**src/rtl/if_fetch_unit.sv**
```systemverilog
// Instruction fetch: issues word requests to imem, queues returned instructions with their PCs for decode.
// Latency: imem_rvalid in cycle N shows up as id_valid in cycle N+1 (registered queue, no bypass).
// Backpressure: pc_stall holds the PC while the queue plus in-flight requests fill DEPTH; id_ready low holds the head entry.
module if_fetch_unit #(
    parameter int          DEPTH     = 2,             // power of two, >= 2
    parameter logic [31:0] NOP_INSTR = 32'h0000_0013
) (
    input  logic        CLK,
    input  logic        RST,
    input  logic [31:0] pc_in,
    input  logic        redirect,
    output logic        pc_stall,
    output logic        imem_req,
    output logic [31:0] imem_addr,
    input  logic        imem_gnt,
    input  logic        imem_rvalid,
    input  logic [31:0] imem_rdata,
    input  logic        imem_err,
    output logic        id_valid,
    input  logic        id_ready,
    output logic [31:0] id_instr,
    output logic [31:0] id_pc,
    output logic        id_fault
);

    localparam int PW = $clog2(DEPTH);   // queue / tag pointer width
    localparam int CW = PW + 1;          // counters hold 0..DEPTH
    localparam int SW = CW + 2;          // headroom for the occupancy sum

    // ---------------------------------------------------------------
    // State
    // ---------------------------------------------------------------
    logic [CW-1:0] r_count;              // decode queue occupancy
    logic [CW-1:0] r_outstanding;        // granted, live, unreturned requests
    logic [CW-1:0] r_discard;            // granted requests whose responses get dropped

    logic [31:0]   r_q_instr [DEPTH];
    logic [31:0]   r_q_pc    [DEPTH];
    logic          r_q_fault [DEPTH];
    logic [PW-1:0] r_q_wptr;
    logic [PW-1:0] r_q_rptr;

    logic [31:0]   r_tag     [DEPTH];    // PC recorded at each grant, popped per live response
    logic [PW-1:0] r_tag_wptr;
    logic [PW-1:0] r_tag_rptr;

    // ---------------------------------------------------------------
    // Combinational control
    // ---------------------------------------------------------------
    logic          w_pop;
    logic          w_aligned;
    logic [SW-1:0] w_sum;
    logic          w_space;
    logic          w_fetch_ok;
    logic          w_accept;
    logic          w_mis_enq;
    logic          w_rsp_drop;
    logic          w_rsp_take;
    logic          w_rsp_consumed;
    logic          w_q_push;
    logic [31:0]   w_push_instr;
    logic [31:0]   w_push_pc;
    logic          w_push_fault;

    assign w_pop      = (r_count != '0) & id_ready;
    assign w_aligned  = (pc_in[1:0] == 2'b00);

    // Every queue slot is reserved from grant until the entry leaves, and
    // discarded requests still occupy a slot until their response returns.
    // The pop credit is safe because the pop is committed on the same edge.
    assign w_sum      = SW'(r_count) + SW'(r_outstanding) + SW'(r_discard) - SW'(w_pop);
    assign w_space    = (w_sum < SW'(DEPTH));

    // Reset gates the request so nothing leaves the block while RST is held.
    assign w_fetch_ok = !RST & !redirect & w_space;

    // Once raised, the request cannot fall before grant: pc_in is held by
    // pc_stall and the occupancy sum can only shrink while waiting.
    assign imem_req   = w_fetch_ok & w_aligned;
    assign imem_addr  = pc_in;
    assign w_accept   = imem_req & imem_gnt;

    // A misaligned PC is resolved locally as a fault entry. It waits for all
    // live requests to return so the fault stays in program order behind them.
    assign w_mis_enq  = w_fetch_ok & !w_aligned & (r_outstanding == '0);

    assign pc_stall   = RST | !(w_accept | w_mis_enq | redirect);

    // Responses with neither a live nor a discard request behind them are ignored.
    assign w_rsp_drop     = imem_rvalid & (r_discard != '0);
    assign w_rsp_take     = imem_rvalid & (r_discard == '0) & (r_outstanding != '0);
    assign w_rsp_consumed = w_rsp_drop | w_rsp_take;

    assign w_q_push     = !redirect & (w_rsp_take | w_mis_enq);
    assign w_push_instr = (w_mis_enq | imem_err) ? NOP_INSTR : imem_rdata;
    assign w_push_pc    = w_mis_enq ? pc_in : r_tag[r_tag_rptr];
    assign w_push_fault = w_mis_enq | imem_err;

    assign id_valid = (r_count != '0);
    assign id_instr = r_q_instr[r_q_rptr];
    assign id_pc    = r_q_pc[r_q_rptr];
    assign id_fault = r_q_fault[r_q_rptr];

    // ---------------------------------------------------------------
    // Sequential logic
    // ---------------------------------------------------------------

    // Occupancy, in-flight and discard counters; redirect moves all live requests to discard.
    always_ff @(posedge CLK or posedge RST) begin
        if (RST) begin
            r_count       <= '0;
            r_outstanding <= '0;
            r_discard     <= '0;
        end else if (redirect) begin
            r_count       <= '0;
            r_outstanding <= '0;
            // A response landing this cycle retires one request of either kind.
            r_discard     <= r_discard + r_outstanding - CW'(w_rsp_consumed);
        end else begin
            r_count       <= r_count + CW'(w_q_push) - CW'(w_pop);
            r_outstanding <= r_outstanding + CW'(w_accept) - CW'(w_rsp_take);
            r_discard     <= r_discard - CW'(w_rsp_drop);
        end
    end

    // Queue and tag FIFO pointers; redirect empties both.
    always_ff @(posedge CLK or posedge RST) begin
        if (RST) begin
            r_q_wptr   <= '0;
            r_q_rptr   <= '0;
            r_tag_wptr <= '0;
            r_tag_rptr <= '0;
        end else if (redirect) begin
            r_q_wptr   <= '0;
            r_q_rptr   <= '0;
            r_tag_wptr <= '0;
            r_tag_rptr <= '0;
        end else begin
            if (w_q_push)   r_q_wptr   <= r_q_wptr + 1'b1;
            if (w_pop)      r_q_rptr   <= r_q_rptr + 1'b1;
            if (w_accept)   r_tag_wptr <= r_tag_wptr + 1'b1;
            if (w_rsp_take) r_tag_rptr <= r_tag_rptr + 1'b1;
        end
    end

    // Queue payload storage; validity is tracked by the counters, so no reset needed.
    always_ff @(posedge CLK) begin
        if (w_q_push) begin
            r_q_instr[r_q_wptr] <= w_push_instr;
            r_q_pc[r_q_wptr]    <= w_push_pc;
            r_q_fault[r_q_wptr] <= w_push_fault;
        end
    end

    // Tag storage: capture the fetch PC at grant.
    always_ff @(posedge CLK) begin
        if (w_accept) begin
            r_tag[r_tag_wptr] <= pc_in;
        end
    end

    // ---------------------------------------------------------------
    // Protocol checks
    // ---------------------------------------------------------------

    // Memory must not return a response nobody asked for.
    a_no_orphan_rsp: assert property (@(posedge CLK) disable iff (RST)
        imem_rvalid |-> (r_outstanding != '0 || r_discard != '0));

    // A pending request keeps its address until granted, unless redirected.
    a_req_stable: assert property (@(posedge CLK) disable iff (RST)
        (imem_req && !imem_gnt && !redirect) |=>
            (redirect || (imem_req && imem_addr == $past(imem_addr))));

endmodule

```
**config.mk**
```make
export PLATFORM = sky130hd
export DESIGN_NAME = if_fetch_unit
export DESIGN_NICKNAME = d
export VERILOG_FILES = /design/src/rtl/if_fetch_unit.sv
export SDC_FILE = /design/constraint.sdc
export NUM_CORES = 1
export LEC_CHECK = 0
export BUFFER_PORTS_ARGS = -buffer_cell sky130_fd_sc_hd__buf_2
export CAP_MARGIN = 25
export CORE_ASPECT_RATIO = 1.4
export CORE_UTILIZATION = 23
export CTS_CLUSTER_DIAMETER = 100
export DETAILED_ROUTE_END_ITERATION = 8
export GPL_TIMING_DRIVEN = 0
export PLACE_DENSITY = 0.38
export SYNTH_ARGS = -nofsm -noshare
export SYNTH_HDL_FRONTEND = slang
export SYNTH_SLANG_ARGS = --single-unit
```
**constraint.sdc**
```tcl
create_clock -name CLK -period 12.2 [get_ports CLK]
set_input_delay 0.61 -clock CLK [delete_from_list [all_inputs] [get_ports CLK]]
set_output_delay 0.61 -clock CLK [all_outputs]
set_load 0.01 [all_outputs]
```
# After elaboration in Yosys (flattened, before gate mapping)
# Memories as Yosys holds them, arrays and structs flattened.
# Cells that the tools add are included.
# op_classes
addsub	14
magnitude_cmp	1
n_mux	17
bitwise_logic	17
reduce_logical	14
# ops
operator	n
$mux W32	2
$reduce_bool A2 Y1	7
$mux W1	12
$and A1 B1 Y1	11
$sub A2 B1 Y2	4
$logic_not A2 Y1	3
$mux W2	3
$or A1 B1 Y1	6
$add A1 B1 Y1 const B	4
$add A2 B1 Y2	2
$add A3 B2 Y4	1
$logic_not A1 Y1	4
$lt A4 B2 Y1 const B	1
$sub A4 B1 Y4	1
$add A2 B2 Y3	1
$add A2 B2 Y2	1
# totals
ff_bits	10
mem_bits_rw	194
input_bits	71
out_inout_bits	100
wordCells	74
memories	4
# memory_table
name	depth	word_bits	rd	rd_clocked_by_memory_dff	write_ports	line_no	text
r_q_instr	2	32	1	0	1	37	logic [31:0] r_q_instr [DEPTH];
r_q_pc	2	32	1	0	1	38	logic [31:0] r_q_pc [DEPTH];
r_tag	2	32	1	0	1	43	logic [31:0] r_tag [DEPTH];
r_q_fault	2	1	1	0	1	39	logic r_q_fault [DEPTH];

# Depth between registers and ports, before layout
# Gate-level depths: netlist of run 1.
# depth
depth_word	12
ltp_mapped	17
depth_no_buf	16

# Worst setup path before layout of run 1
# Ideal clock, no wire load.
# synth_timing
kind	register -> register
start	register r_count[0]
end	memory r_q_fault[0], enable pin
setup_time_ns	0.496
arrival_time_ns	5.876
t_required_ns	11.704
path_slack_ns	5.828
path_stages_with_launch	14
n_path_buf	1
synth_period_minus_slack_ns	6.372
cell_sequence	dfrtp_1 > or2_2 > and2_1 > clkbuf_1 > ha_1 > inv_1 > ha_1 > a21o_1 > ha_1 > fa_1 > nor4_4 > o2111ai_1 > o21ai_1 > nor2b_1
# synth_between
elab_chain_len	11
elab_cells_between_ends	13
cone_classes	3 x add/sub; 1 x order compare; 2 x mux; 6 x bitwise; 1 x reduce/logical
# synth_rtl
element	line_no	text
start: declaration	33	logic [CW-1:0] r_count;
start signal: assignment	120	r_count <= r_count + CW'(w_q_push) - CW'(w_pop);
$reduce_bool A2 Y1	--	
net id_valid	19	output logic id_valid,
$and A1 B1 Y1	65	assign w_pop = (r_count != '0) & id_ready;
$sub A4 B1 Y4	71	assign w_sum = SW'(r_count) + SW'(r_outstanding) + SW'(r_discard) - SW'(w_pop);
$lt A4 B2 Y1	72	assign w_space = (w_sum < SW'(DEPTH));
$and A1 B1 Y1	75	assign w_fetch_ok = !RST & !redirect & w_space;
$and A1 B1 Y1 (2 in a row)	85	assign w_mis_enq = w_fetch_ok & !w_aligned & (r_outstanding == '0);
$or A1 B1 Y1	94	assign w_q_push = !redirect & (w_rsp_take | w_mis_enq);
$and A1 B1 Y1	94	
$mux W1	148	if (w_q_push) begin
$mux W1 (not written as such)	151	r_q_fault[r_q_wptr] <= w_push_fault;
end: declaration	39	
# The timed path passes the listed nets, and every way through them passes these cells.

# Worst setup path after layout of run 1
# layout_timing
start	register r_count[0]
end	memory r_q_pc[0][20], enable pin
# layout_between
elab_chain_len	11
elab_cells_between_ends	13
cone_classes	3 x add/sub; 1 x order compare; 2 x mux; 6 x bitwise; 1 x reduce/logical
# layout_rtl
element	line_no	text
$add A2 B2 Y3 / $reduce_bool A2 Y1 (equally long branches)	71, 65	
$add A3 B2 Y4 / $and A1 B1 Y1 (equally long branches)	71, 65	
$sub A4 B1 Y4 *	71	
$lt A4 B2 Y1 *	72	
$and A1 B1 Y1 *	75	
$and A1 B1 Y1 * (2 in a row)	85	
$or A1 B1 Y1 *	94	
$and A1 B1 Y1 *	94	
$mux W1 *	148	
$mux W1 (not written as such) *	150	r_q_pc[r_q_wptr] <= w_push_pc;
end: declaration	38	
# Every way passes the cells marked *; elsewhere a longest branch is shown, timed or not.

==> flow_summary.toml, run 1 <==
[synthesis]
syn_area_sq_um = 8520
ys_warn_count = 0
synth_top_area_frac = 0.684
synth_seq_area_share = 0.713
synth_cells = 529
synth-edff-count = 194
ys.flop_type = "edfxtp_1"
synth_cell_types = 32
syn_area_per_cell_sq_um = 16.1
synth_top_area_cell = "edfxtp_1"
ys_ff_latch = 204
synth-async-reset-ratio = 0.0490
syn_nets = 612
synthTopCellsByArea = "edfxtp_1 (68%), mux2_2 (8.6%), mux2i_1 (4.0%)"

[die]
dieArea_sq_um = 37800
boundaryPins = 171
fp.coreArea_sq_um = 36600
num_rows = 83
start_util = 0.233
die_h_um = 230
die_width_um = 165

[cts]
cts_resized = 0
clk_pin_slew_ns = 0.06
cts_buffers = 22
cts_buffer_depth = 3
postCtsHoldBufs = 0
h-tree-depth = 1
clock-sinks = 204
clock_latency_ns = 0.51
cts_setup_buffers = 0
tritoncts = "built"
cts_root_buffer = "clkbuf_16"

[placed_design]
hpwl_mm = 13.7
port-buffer-count = 170
routabilityCongestion = 0.708

[detailed_routing]
vias = 4799
met1Wirelength_mm = 7.68
drt_iter0_drc = 183
ant_nets = 0
wl_mm = 19.7
wl_met3_um = 920
wl_per_cell_um = 16.3
drc = 2
wl_met2_mm = 10.6
via_per_inst = 3.98
maxUsedRoutingLayer = "met5"
drtPass1Iterations = 6

[outcome]
violations = "design-rule violations"
status = "finished with violations"

[finish]
drive_gt1_frac = 0.433
area_growth_pct = 26.1
antenna_cells = 0
final_nets = 811
fillers = 3721

[worst_hold_path]
hold_path.class = "in -> async"

[global_routing]
grt_max_degree = 45
overflow = 0
antenna_found_initial = 1
grt.total_usage = 0.105
grt_pass1_wl_mm = 29.9
grt_pass1_vias = 5208

[setup_path]
r2r_cells = 14
startpoint_type = "flop"
reg2reg_setup_slack_ns = 7.64
r2r_start = "r_count[0]$_DFF_PP0_"
cp_max_fo = 30
r2r_end = "r_q_pc[0][20]$_DFFE_PP_"
arrival_ns = 4.77
cp.required_ns = 12.40
endpoint_kind = "flop"
critPathKind = "reg -> reg"
crit_path_end = "r_q_pc[0][20]$_DFFE_PP_"
cp-startpoint = "r_count[0]$_DFF_PP0_"

[pwr]
p_leak_uw = 0.00390
power_uw = 2220
vdd_drop_max_uv = 78.9
p_per_area_nw_per_um2 = 206

[sta]
rsz0062_at_grt = "false"
min_period_ns = 4.56
hold_viol_final = 0
setup_viol = 0
drv_slew = 0
worstMarginPinSlew_ns = 0.724
fin_worst_skew_ns = 0.00928
fmax_mhz = 219
setup-tns-final_ns = 0
relSlewSlack = 0.517
post-route-period-util = 0.374

[flow_run]
max_cap_viol_count = 0
[Yosys cell counts, drive strengths merged (2+ instances only)]
master,count
inv,15
mux2i,34
mux2,65
nand4,2
fa,2
edfxtp,194
nand2,35
ha,10
and2,31
xnor2,8
nor2b,3
clkbuf,11
dfrtp,10
o21ai,37
or3,4
nor2,9
xor2,3
nor3,3
buf,44
[registers in the layout, summed over array words and instances, names as in the netlist, 2 cells and up]
name	flops
r_outstanding	2
r_count	2
r_q_pc	64
r_q_fault	2
r_tag	64
r_discard	2
r_q_instr	64
[worst min path at each step]
stage | to | slack (ns) | cells past startpoint
2_1_floorplan | r_count[0]$_DFF_PP0_ | 0.46 | 1
3_3_place_gp | r_discard[1]$_DFF_PP0_ | 0.56 | 1
3_5_place_dp | r_discard[1]$_DFF_PP0_ | 0.58 | 1
4_1_cts | r_outstanding[1]$_DFF_PP0_ | 0.13 | 2
5_1_grt | r_outstanding[1]$_DFF_PP0_ | 0.16 | 2
6_report | r_outstanding[1]$_DFF_PP0_ | 0.14 | 2
[layout by cell type (no fill, tap or decap), drive strengths merged, types with 8 or more instances in the layout]
master and instances:
dfrtp 10, and2 31, buf 219, mux2 65
inv 16, edfxtp 194, clkbuf 37, nor2 9
mux2i 34, o21ai 37, xnor2 8, ha 10
nand2 35
[area by class of cell]
class	instances	area, sq um	share of cell area
Sequential cell	204	6080	0.565
Tap cell	467	584	0.0544
Clock inverter	9	72.6	0.00675
Timing Repair Buffer	175	958	0.0892
Clock buffer	26	587	0.0546
Multi-Input combinational cell	255	2060	0.191
Inverter	15	56.3	0.00524
Buffer	55	359	0.0334
[per-layer routing]
layer	global-route usage	up-vias
met5	0	-
met4	0.0390	2
met3	0.0184	30
met2	0.197	112
met1	0.115	2345
li1	-	2310
[worst max-delay path, cell delays in order, from the launching register on]
cell and delay [ns]:
dfrtp_1 0.40, or2_2 0.32, and2_1 0.16, clkbuf_1 0.17, ha_1 0.31, inv_1 0.04
ha_1 0.26, a21o_1 0.16, ha_1 0.18, fa_1 0.37, xnor2_1 0.43, o2111ai_1 0.29
o21ai_1 0.23, nor2b_4 0.61, buf_12 0.29
[stage by stage]
step,setup WS [ns],cells,instance area [sq um],utilization,hold WS (ns)
floorplan,5.83,529,8520,-,0.456
global placement,3.16,1166,9960,0.272,0.561
detailed placement,7.57,1171,10100,0.276,0.580
CTS,7.55,1206,10700,0.294,0.127
global route,7.35,1206,10700,0.294,0.161
finish,7.64,1206,10700,0.294,0.138
[power breakdown]
| part | internal [uW] | leakage, uW | switching (uW) | total, uW |
|---|---|---|---|---|
| logic | 285 | 0.00168 | 381 | 667 |
| registers | 904 | 0.00189 | 26.8 | 931 |
| clock network | 361 | 0.000324 | 260 | 621 |
[kinds of logic (layout without fill, tap and decap cells)]
family                     Yosys count  count (layout)  synth area share
buffers and inverters               70             280            0.0487
xor gates and xnor gates            11              11            0.0113
AOI/OAI and AO/OA                   43              43            0.0272
muxes                               99              99             0.126
adders and majority gates           12              12            0.0194
and+or+nand+nor                     90              90            0.0546
DFF                                204             204             0.713
No activity file was read; power rests on OpenSTA's default activity.
==> run 2: changes to the inputs <==
==> constraint.sdc (replaced) <==
create_clock -name CLK -period 4.8 [get_ports CLK]
set_input_delay 0.24 -clock CLK [delete_from_list [all_inputs] [get_ports CLK]]
set_output_delay 0.24 -clock CLK [all_outputs]
set_load 0.01 [all_outputs]
==> run 2 against run 1 <==
  * Sequential share of layout area down 2.4 points
  * Utilization up 1.3 points
  * Fmax down 0.23%
  * Final cell count up 3.7%
  * Critical path type unchanged
  * Wire length up 5.0%
  * Critical endpoint is now r_q_instr[0][17]$_DFFE_PP_
  * The run now ends clean
  * Sequential cell count unchanged
  * Worst setup slack worse by 7.4 ns
  * Non-clock buffer count up 38
==> flow_summary.toml, run 2 (synthesized netlist as in run 1, its figures left out) <==
[sta]
holdWs_ns = 0.0280
relSlewSlack = 0.466
worstMarginPinSlew_ns = 0.798
hold_viol_final = 0
setup_viol = 0
min_period_ns = 4.57
finalWorstSetupSlack_ns = 0.225
post-route-period-util = 0.953
fmax_mhz = 219
drv_slew = 0
setup-tns-final_ns = 0
fin_worst_skew_ns = 0.00835

[die]
dieArea_sq_um = 37800
start_util = 0.233
die_h_um = 230
num_rows = 83
fp.coreArea_sq_um = 36600
die_width_um = 165
boundaryPins = 171

[finish]
antenna_cells = 0
final_util = 0.307
final_cell_mix = "edfxtp_1 (194), buf_2 (179), mux2_2 (65)"
seqCellArea_sq_um = 6080
reg_top3 = "r_q_instr (64), r_q_pc (64), r_tag (64)"
multi_input_area_sq_um = 2080
final_nets = 851
drive_gt1_frac = 0.422
fillers = 3682
final_common_cell = "edfxtp_1"
area_growth_pct = 31.6

[detailed_routing]
wl_per_cell_um = 16.5
drt_iter0_drc = 188
drc = 0
wl_mm = 20.7
drtPass1Iterations = 4
ant_nets = 0
via_per_inst = 4.03
vias = 5036

[setup_path]
critPathKind = "reg -> reg"
startpoint_type = "flop"
endpoint_kind = "flop"
cp_max_fo = 11
cp.required_ns = 4.94
arrival_ns = 4.71

[cts]
cts_buffers = 22
cts_buffer_depth = 3
clk_pin_slew_ns = 0.06
h-tree-depth = 1
clock-sinks = 204
cts_root_buffer = "clkbuf_16"
tritoncts = "built"
clock_latency_ns = 0.52

[placed_design]
port-buffer-count = 170
routabilityCongestion = 0.706
pre_cts_ws_ns = -0.0744
hpwl_mm = 14.0

[pwr]
power_uw = 5800
p_leak_uw = 0.00410
vdd_drop_max_uv = 201
p_per_area_nw_per_um2 = 517

[worst_hold_path]
hold_path.class = "in -> reg"

[global_routing]
grt_pass1_vias = 5420
grt_pass1_wl_mm = 31.1
grt.total_usage = 0.110
overflow = 0
grt_max_degree = 44
antenna_found_initial = 0

[outcome]
status = "complete, no violations"

[flow_run]
max_cap_viol_count = 0
[run 2: cell count changes in the layout (fill, tap and decap cells not counted), moves of 2 or more]
cell and delta:
dlygate4sd3_1 +37, clkinv_2 +5, buf_12 -2, buf_16 +2
clkinvlp_4 +2
[run 2: area by class of cell]
cell class	count	area share
inverter	15	0.00502
timing repair buffer	213	0.120
tap	467	0.0521
multi-input combinational	257	0.185
sequential	204	0.542
clock inverter	15	0.0116
clock buffer	25	0.0520
buffer	55	0.0320
[run 2: what timing repair did]
action,CTS,global route
gates cloned,1,1
pin swaps,0,1
hold buffers,37,0
buffers inserted,0,1
setup endpoints to repair,44,98
endpoints found under the hold margin,82,0
resized for setup,0,1
[run 2: worst max-delay path, cell delays in order (launching register included)]
cell and delay (ns):
dfrtp_1 0.40, or2_2 0.33, and2_1 0.18, clkbuf_1 0.18
ha_1 0.32, inv_1 0.04, ha_1 0.27, a21o_1 0.16
ha_1 0.19, fa_1 0.38, xnor2_1 0.38, o2111ai_1 0.33
o21ai_2 0.29, nor2b_2 0.76
[run 2: metal layers]
metal  up-vias  GRT usage  share of wire
li1       2393          -              -
met1      2486      0.122           0.39
met2       129      0.206           0.54
met3        28     0.0150          0.044
met4         0     0.0424          0.024
met5         -          0              0
[run 2: per-stage QoR]
step / instances / instance area (sq um)
2_1_floorplan: 529 / 8530
3_3_place_gp: 1166 / 9970
3_5_place_dp: 1171 / 10100
4_1_cts: 1249 / 11200
5_1_grt: 1251 / 11200
6_report: 1251 / 11200
[run 2: report_power, final]
group	total (uW)	switching [uW]	internal (uW)
Sequential	2370	74.6	2300
Combinational	1750	993	755
Clock	1670	693	981
[run 2: final timing paths]
check                                             endpoint  cells past startpoint  slack (ns)              startpoint
max in group asynchronous             r_q_wptr$_DFFE_PP0P_                      3        4.18                     RST
worst max register to register  r_q_instr[0][17]$_DFFE_PP_                     13        0.23    r_count[0]$_DFF_PP0_
min in group asynchronous       r_outstanding[1]$_DFF_PP0_                      3        0.32                     RST
worst min register to register      r_discard[1]$_DFF_PP0_                      1        0.57  r_discard[1]$_DFF_PP0_
worst min-delay path             r_q_instr[0][0]$_DFFE_PP_                      2        0.03           imem_rdata[0]
worst max-delay path            r_q_instr[0][17]$_DFFE_PP_                     13        0.23    r_count[0]$_DFF_PP0_
